`src/rtl/pc_seq_pkg.sv`:
```
// rtl/pc_seq_pkg.sv - shared types and constants for the fetch-stage PC sequencer
//
// Purpose : state encoding, default sequential step and target alignment helper.
// Contents: pc_state_e, STEP_DEFAULT, ALIGN_MASK, is_aligned().
package pc_seq_pkg;

    typedef enum logic [1:0] {
        ST_IDLE  = 2'd0,
        ST_REQ   = 2'd1,
        ST_STALL = 2'd2,
        ST_HALT  = 2'd3
    } pc_state_e;

    localparam int unsigned STEP_DEFAULT = 4;

    // Instruction addresses are word aligned; these low bits must be zero.
    localparam logic [1:0] ALIGN_MASK = 2'b11;

    function automatic logic is_aligned(input logic [1:0] lsb);
        return (lsb & ALIGN_MASK) == 2'b00;
    endfunction

endpackage

```
`src/rtl/pc_next_sel.sv`:
```
// rtl/pc_next_sel.sv - next fetch address priority mux with alignment check
//
// Purpose : picks the next fetch address: this-cycle redirect (branch over jump),
//           else a pending redirect, else current address + STEP.
// Ports   : br_valid_i/br_target_i, jmp_valid_i/jmp_target_i  redirect requests
//           pend_i/pend_addr_i                                 latched redirect
//           cur_addr_i                                         current fetch address
//           redir_o/redir_addr_o   accepted (aligned) this-cycle redirect
//           next_addr_o            address for the fetch after an ack
//           discard_o              in-flight fetch must not be delivered
//           misalign_o             winning redirect target is not word aligned
module pc_next_sel
    import pc_seq_pkg::*;
#(
    parameter int unsigned ADDR_W = 32,
    parameter int unsigned STEP   = STEP_DEFAULT
) (
    input  logic              br_valid_i,
    input  logic [ADDR_W-1:0] br_target_i,
    input  logic              jmp_valid_i,
    input  logic [ADDR_W-1:0] jmp_target_i,
    input  logic              pend_i,
    input  logic [ADDR_W-1:0] pend_addr_i,
    input  logic [ADDR_W-1:0] cur_addr_i,
    output logic              redir_o,
    output logic [ADDR_W-1:0] redir_addr_o,
    output logic [ADDR_W-1:0] next_addr_o,
    output logic              discard_o,
    output logic              misalign_o
);

    logic sel_valid;
    logic sel_aligned;

    always_comb begin
        sel_valid    = br_valid_i | jmp_valid_i;
        redir_addr_o = br_valid_i ? br_target_i : jmp_target_i;
        sel_aligned  = is_aligned(redir_addr_o[1:0]);
        // A misaligned winner is dropped outright; it does not fall back to the jump.
        redir_o      = sel_valid & sel_aligned;
        misalign_o   = sel_valid & ~sel_aligned;
        discard_o    = redir_o | pend_i;
        if (redir_o) begin
            next_addr_o = redir_addr_o;
        end else if (pend_i) begin
            next_addr_o = pend_addr_i;
        end else begin
            next_addr_o = cur_addr_i + ADDR_W'(STEP);
        end
    end

endmodule

```
`src/rtl/pc_sequencer.sv`:
```
// rtl/pc_sequencer.sv - flow-controlled program counter and fetch sequencer
//
// Purpose : owns the PC, issues fetches over imem_req/imem_ack, applies
//           branch/jump redirects, stall, halt/resume and alignment checking.
// Ports   : clka, rsta (sync active-low)            clock and reset
//           stall, halt, resume                     flow control
//           br_valid/br_target, jmp_valid/jmp_target redirects
//           imem_req, imem_addr, imem_ack           instruction memory handshake
//           pc_out, pc_valid                        delivered fetch address
//           halted, misalign_err                    status (misalign_err sticky)
module pc_sequencer
    import pc_seq_pkg::*;
#(
    parameter int unsigned       ADDR_W    = 32,
    parameter logic [ADDR_W-1:0] RESET_VEC = '0,
    parameter int unsigned       STEP      = STEP_DEFAULT
) (
    input  logic              clka,
    input  logic              rsta,
    input  logic              stall,
    input  logic              br_valid,
    input  logic [ADDR_W-1:0] br_target,
    input  logic              jmp_valid,
    input  logic [ADDR_W-1:0] jmp_target,
    input  logic              halt,
    input  logic              resume,
    output logic              imem_req,
    output logic [ADDR_W-1:0] imem_addr,
    input  logic              imem_ack,
    output logic [ADDR_W-1:0] pc_out,
    output logic              pc_valid,
    output logic              halted,
    output logic              misalign_err
);

    pc_state_e         state_q;
    logic              req_q;
    logic [ADDR_W-1:0] addr_q;
    logic [ADDR_W-1:0] pc_out_q;
    logic              pc_valid_q;
    logic              halted_q;
    logic              err_q;
    logic              pend_q;
    logic [ADDR_W-1:0] pend_addr_q;

    logic              redir;
    logic [ADDR_W-1:0] redir_addr;
    logic [ADDR_W-1:0] next_addr;
    logic              discard;
    logic              misalign;

    pc_next_sel #(
        .ADDR_W (ADDR_W),
        .STEP   (STEP)
    ) u_next_sel (
        .br_valid_i   (br_valid),
        .br_target_i  (br_target),
        .jmp_valid_i  (jmp_valid),
        .jmp_target_i (jmp_target),
        .pend_i       (pend_q),
        .pend_addr_i  (pend_addr_q),
        .cur_addr_i   (addr_q),
        .redir_o      (redir),
        .redir_addr_o (redir_addr),
        .next_addr_o  (next_addr),
        .discard_o    (discard),
        .misalign_o   (misalign)
    );

    always_ff @(posedge clka) begin
        if (!rsta) begin
            state_q     <= ST_IDLE;
            req_q       <= 1'b0;
            addr_q      <= RESET_VEC;
            pc_out_q    <= '0;
            pc_valid_q  <= 1'b0;
            halted_q    <= 1'b0;
            err_q       <= 1'b0;
            pend_q      <= 1'b0;
            pend_addr_q <= '0;
        end else begin
            pc_valid_q <= 1'b0;
            if (misalign) begin
                err_q <= 1'b1;
            end
            case (state_q)
                ST_IDLE: begin
                    state_q <= ST_REQ;
                    req_q   <= 1'b1;
                end
                ST_REQ: begin
                    // The request is never withdrawn; everything waits for the ack.
                    if (imem_ack) begin
                        if (!discard) begin
                            pc_out_q   <= addr_q;
                            pc_valid_q <= 1'b1;
                        end
                        addr_q <= next_addr;
                        pend_q <= 1'b0;
                        if (err_q || misalign || halt) begin
                            state_q  <= ST_HALT;
                            req_q    <= 1'b0;
                            halted_q <= 1'b1;
                        end else if (stall) begin
                            state_q <= ST_STALL;
                            req_q   <= 1'b0;
                        end
                    end else if (redir) begin
                        pend_q      <= 1'b1;
                        pend_addr_q <= redir_addr;
                    end
                end
                ST_STALL: begin
                    if (redir) begin
                        addr_q <= redir_addr;
                    end
                    if (err_q || misalign || halt) begin
                        state_q  <= ST_HALT;
                        halted_q <= 1'b1;
                    end else if (!stall) begin
                        state_q <= ST_REQ;
                        req_q   <= 1'b1;
                    end
                end
                ST_HALT: begin
                    if (redir) begin
                        addr_q <= redir_addr;
                    end
                    if (resume && !err_q && !misalign) begin
                        state_q  <= ST_REQ;
                        req_q    <= 1'b1;
                        halted_q <= 1'b0;
                    end
                end
                default: begin
                    state_q <= ST_IDLE;
                    req_q   <= 1'b0;
                end
            endcase
        end
    end

    assign imem_req     = req_q;
    assign imem_addr    = addr_q;
    assign pc_out       = pc_out_q;
    assign pc_valid     = pc_valid_q;
    assign halted       = halted_q;
    assign misalign_err = err_q;

endmodule

```
`config.mk`:
```
export PLATFORM = sky130hd
export DESIGN_NAME = pc_sequencer
export DESIGN_NICKNAME = d
export VERILOG_FILES = /design/src/rtl/pc_seq_pkg.sv /design/src/rtl/pc_next_sel.sv /design/src/rtl/pc_sequencer.sv
export SDC_FILE = /design/constraint.sdc
export NUM_CORES = 1
export LEC_CHECK = 0
export CAP_MARGIN = 5
export CELL_PAD_IN_SITES_DETAIL_PLACEMENT = 0
export CELL_PAD_IN_SITES_GLOBAL_PLACEMENT = 2
export CORE_UTILIZATION = 28
export DETAILED_ROUTE_END_ITERATION = 7
export GPL_ROUTABILITY_DRIVEN = 0
export PLACE_DENSITY_LB_ADDON = 0.3
export SLEW_MARGIN = 10
export SYNTH_ARGS = -nofsm -noshare
export SYNTH_HDL_FRONTEND = slang
export SYNTH_SLANG_ARGS = --single-unit
```
`constraint.sdc`:
```
create_clock -name clka -period 2.5 [get_ports clka]
set_clock_uncertainty 0.05 [all_clocks]
set_input_delay 0.25 -clock clka [delete_from_list [all_inputs] [get_ports clka]]
set_output_delay 0.25 -clock clka [all_outputs]
set_load 0.02 [all_outputs]
```
==> run metrics <==
status=complete, but fails checks; failing checks=DRC; CP Capture Type=flip-flop; Synth Area in Compound Gates=18.2%; Ys Warns=0; final WL=17,400 um; Bufs on Longest Clock Path=2; post-synthesis simple-gate area fraction=20.6%; Mapped Nets=707; gr usage total=18.3%; Pwr Total=6.22 mW; CTS tree=done; initial detailed-routing violation count=296; most used cell, CP=or4_4; later-pin clock latency in the skew report=0.35 ns; setup TNS=0 ns; number of synthesized flops with an enable pin=0; Peak VDD IR=0.000519 V; worst slew pin tran=0.651 ns; DRC=11; NetSw=2.38 mW; adder-cell area share of the yosys netlist=1.19%; Crit path required time=2.69 ns; clock share of power=22.3%; Flop pwr share=33.5%; via/cell ratio=5.07; Worst Hold Slack=0.413 ns; DIE AREA=19,400 um^2; mux contribution to synthesized area=13.7%; cell count after synthesis=630; drt first pass iters=7; Post-DRT Antenna Nets=0; RSZ-0062 raised after global routing=no; post-detail-place hpwl=12,600 um; register area share after synthesis=39.1%; register bit total from synthesis=103; Diodes inserted=0; commonest non-fill, non-tap cell in the layout=clkdlybuf4s50_1; die height=139 um; Setup CP Type=flip-flop to flip-flop; HP Class=flip-flop to flip-flop; Pleak=2.60 nW; Syn Std Cell Area=5270 um^2; initial antenna violation count=0; clock sink count=103; first-pass GRT wire length=27,500 um; crit-path cells=nand4_4 -> or4_4 -> or4_4 -> o21a_1 -> o21ai_0 -> a21oi_1; Worst setup SP type=flip-flop; worst setup margin=0.190 ns; Tmin final=2.31 ns; dpl cells=995; count of input and output buffers=139; largest family of logic cells by synthesized area=simple AND/OR/NAND/NOR gates; Internal=3.84 mW; Critical-path top delay cell=or4_4; I/O Pins=140; PD cells=834 nW/um^2; fmax=433 MHz; Area Overhead vs Synth=41.6%; nets=854; crit path max fanout=8; max-cap violation count=0; DR WL/cell=17.2 um; sw frac=38.3%; Crit path max-delay family=simple AND/OR/NAND/NOR gates; largest net degree at the start of global routing=39; Worst Hold Path Cells=2; Post-CTS Hold Buffers=0; dpl ws=0.0138 ns; width of the die=139 um; largest area contributor in the netlist=dfxtp_1; relative slew slack=56.6%; row count=49; number of global-route vias before repair=5,005; async set-reset flop share out of synthesis=0%; H-tree levels=3; core area=18,200 um^2; Netlist cell types=61; xor/xnor share of the synthesized area=2.66%; Final setup viols=0; Final Hold Vio Count=0; leading cell types in the layout, fill and taps excluded=clkdlybuf4s50_1 (138), dfxtp_1 (102), nor2_1 (82); fin crit share=92.4%; grt ovf=0; Slew Limit Fails=0; worst r2r path cells=6; CP max stage delay=0.61 ns; via count=5,117; part of the power in combinational logic=44.2%; Num CTS Buffers=9; share of the synthesized area in the top cell type=39.1%; crit path DAT=2.50 ns; root buf cell=clkbuf_16; Worst-path clk slew=0.06 ns; Initial Utilization=28.9%; Top FF cell, synth=dfxtp_1; Mean Syn Cell Area=8.37 um^2; WP depth=6; largest cells by area after synthesis=dfxtp_1 (39%), mux2i_1 (12%), nor2_1 (5.9%); non-filler cells, final=1,010; layout cells sized above 1=11.8%; Crit path buffers/inverters=0
==> worst min-delay path: cells and delay by family (launching register included) <==
kind | cells | cell delay (ns)
AO/OA/AOI/OAI | 1 | 0.06
AND/OR/NAND/NOR | 1 | 0.05
flip-flops | 1 | 0.31
==> layer usage <==
layer | track usage (%) | routed length, um | up-vias
met5 | 0 | 0 | -
met3 | 3.58 | 705 | 15
met2 | 31.2 | 8360 | 117
met1 | 23.4 | 8090 | 2418
met4 | 5.44 | 201 | 0
li1 | - | - | 2567
==> repair_timing <==
item	in CTS	in global routing
setup buffers	0	0
endpoints found under the hold margin	0	0
gates resized for setup	0	3
endpoints found under the setup margin	0	3
==> cells by family (layout without fill, tap and decap cells) <==
| logic type | count (synthesis) | after routing |
|---|---|---|
| AO/OA/AOI/OAI | 154 | 154 |
| XOR/XNOR | 16 | 16 |
| adder cells (fa/ha/maj) | 5 | 5 |
| buffers and inverters | 60 | 211 |
| flip-flops | 103 | 103 |
| multiplexers | 71 | 71 |
| AND/OR/NAND/NOR | 221 | 221 |
==> power groups by stage <==
| stage | Combinational (mW) | Sequential [mW] | Clock [mW] |
|---|---|---|---|
| after floorplan | 1.29 | 2.34 | 0 |
| after global placement | 2.72 | 2.11 | 0 |
| after detailed placement | 2.75 | 2.12 | 0 |
| after CTS | 2.77 | 2.08 | 1.45 |
| after global routing | 2.98 | 2.12 | 1.51 |
| final | 2.75 | 2.09 | 1.39 |
==> registers in the layout (all words and copies together), names as in the netlist <==
register / count
imem_req: 1
misalign_err: 1
imem_addr: 32
pc_out: 32
state_q: 2
pend_addr_q: 32
halted: 1
pend_q: 1
pc_valid: 1
==> per-stage QoR <==
stage,utilization (%),area [um^2]
2_1_floorplan,-,5270
3_3_place_gp,39.4,7170
3_5_place_dp,39.4,7170
4_1_cts,40.9,7450
5_1_grt,41.0,7460
6_report,41.0,7460
==> worst paths after layout <==
check                                                   from                            to  slack, ns
worst min register to register  pend_addr_q[20]$_SDFFE_PN0P_  pend_addr_q[20]$_SDFFE_PN0P_       0.41
worst max-delay path              imem_addr[13]$_SDFFE_PN0P_    imem_addr[31]$_SDFFE_PN0P_       0.19
worst max register to register    imem_addr[13]$_SDFFE_PN0P_    imem_addr[31]$_SDFFE_PN0P_       0.19
worst min-delay path            pend_addr_q[20]$_SDFFE_PN0P_  pend_addr_q[20]$_SDFFE_PN0P_       0.41
==> cell usage after synthesis (all sizes together) (9+ instances only) <==
cell and number:
nand2 40, nor2 83, mux2i 62, xnor2 10
buf 15, a21oi 54, nor3 17, a211oi 33
mux2 9, nand4 10, nand3 32, o21ai 36
inv 10, dfxtp 103, clkbuf 35
==> final cells by class <==
class	count	area, um^2
clock buffers	10	229
clock inverters	5	50.0
fillers	1816	10700
inverters	10	37.5
multi-input cells	467	3000
flip-flops and latches	103	2060
well taps	229	287
repair buffers	186	1800
Power figures use the tool's default switching activity.
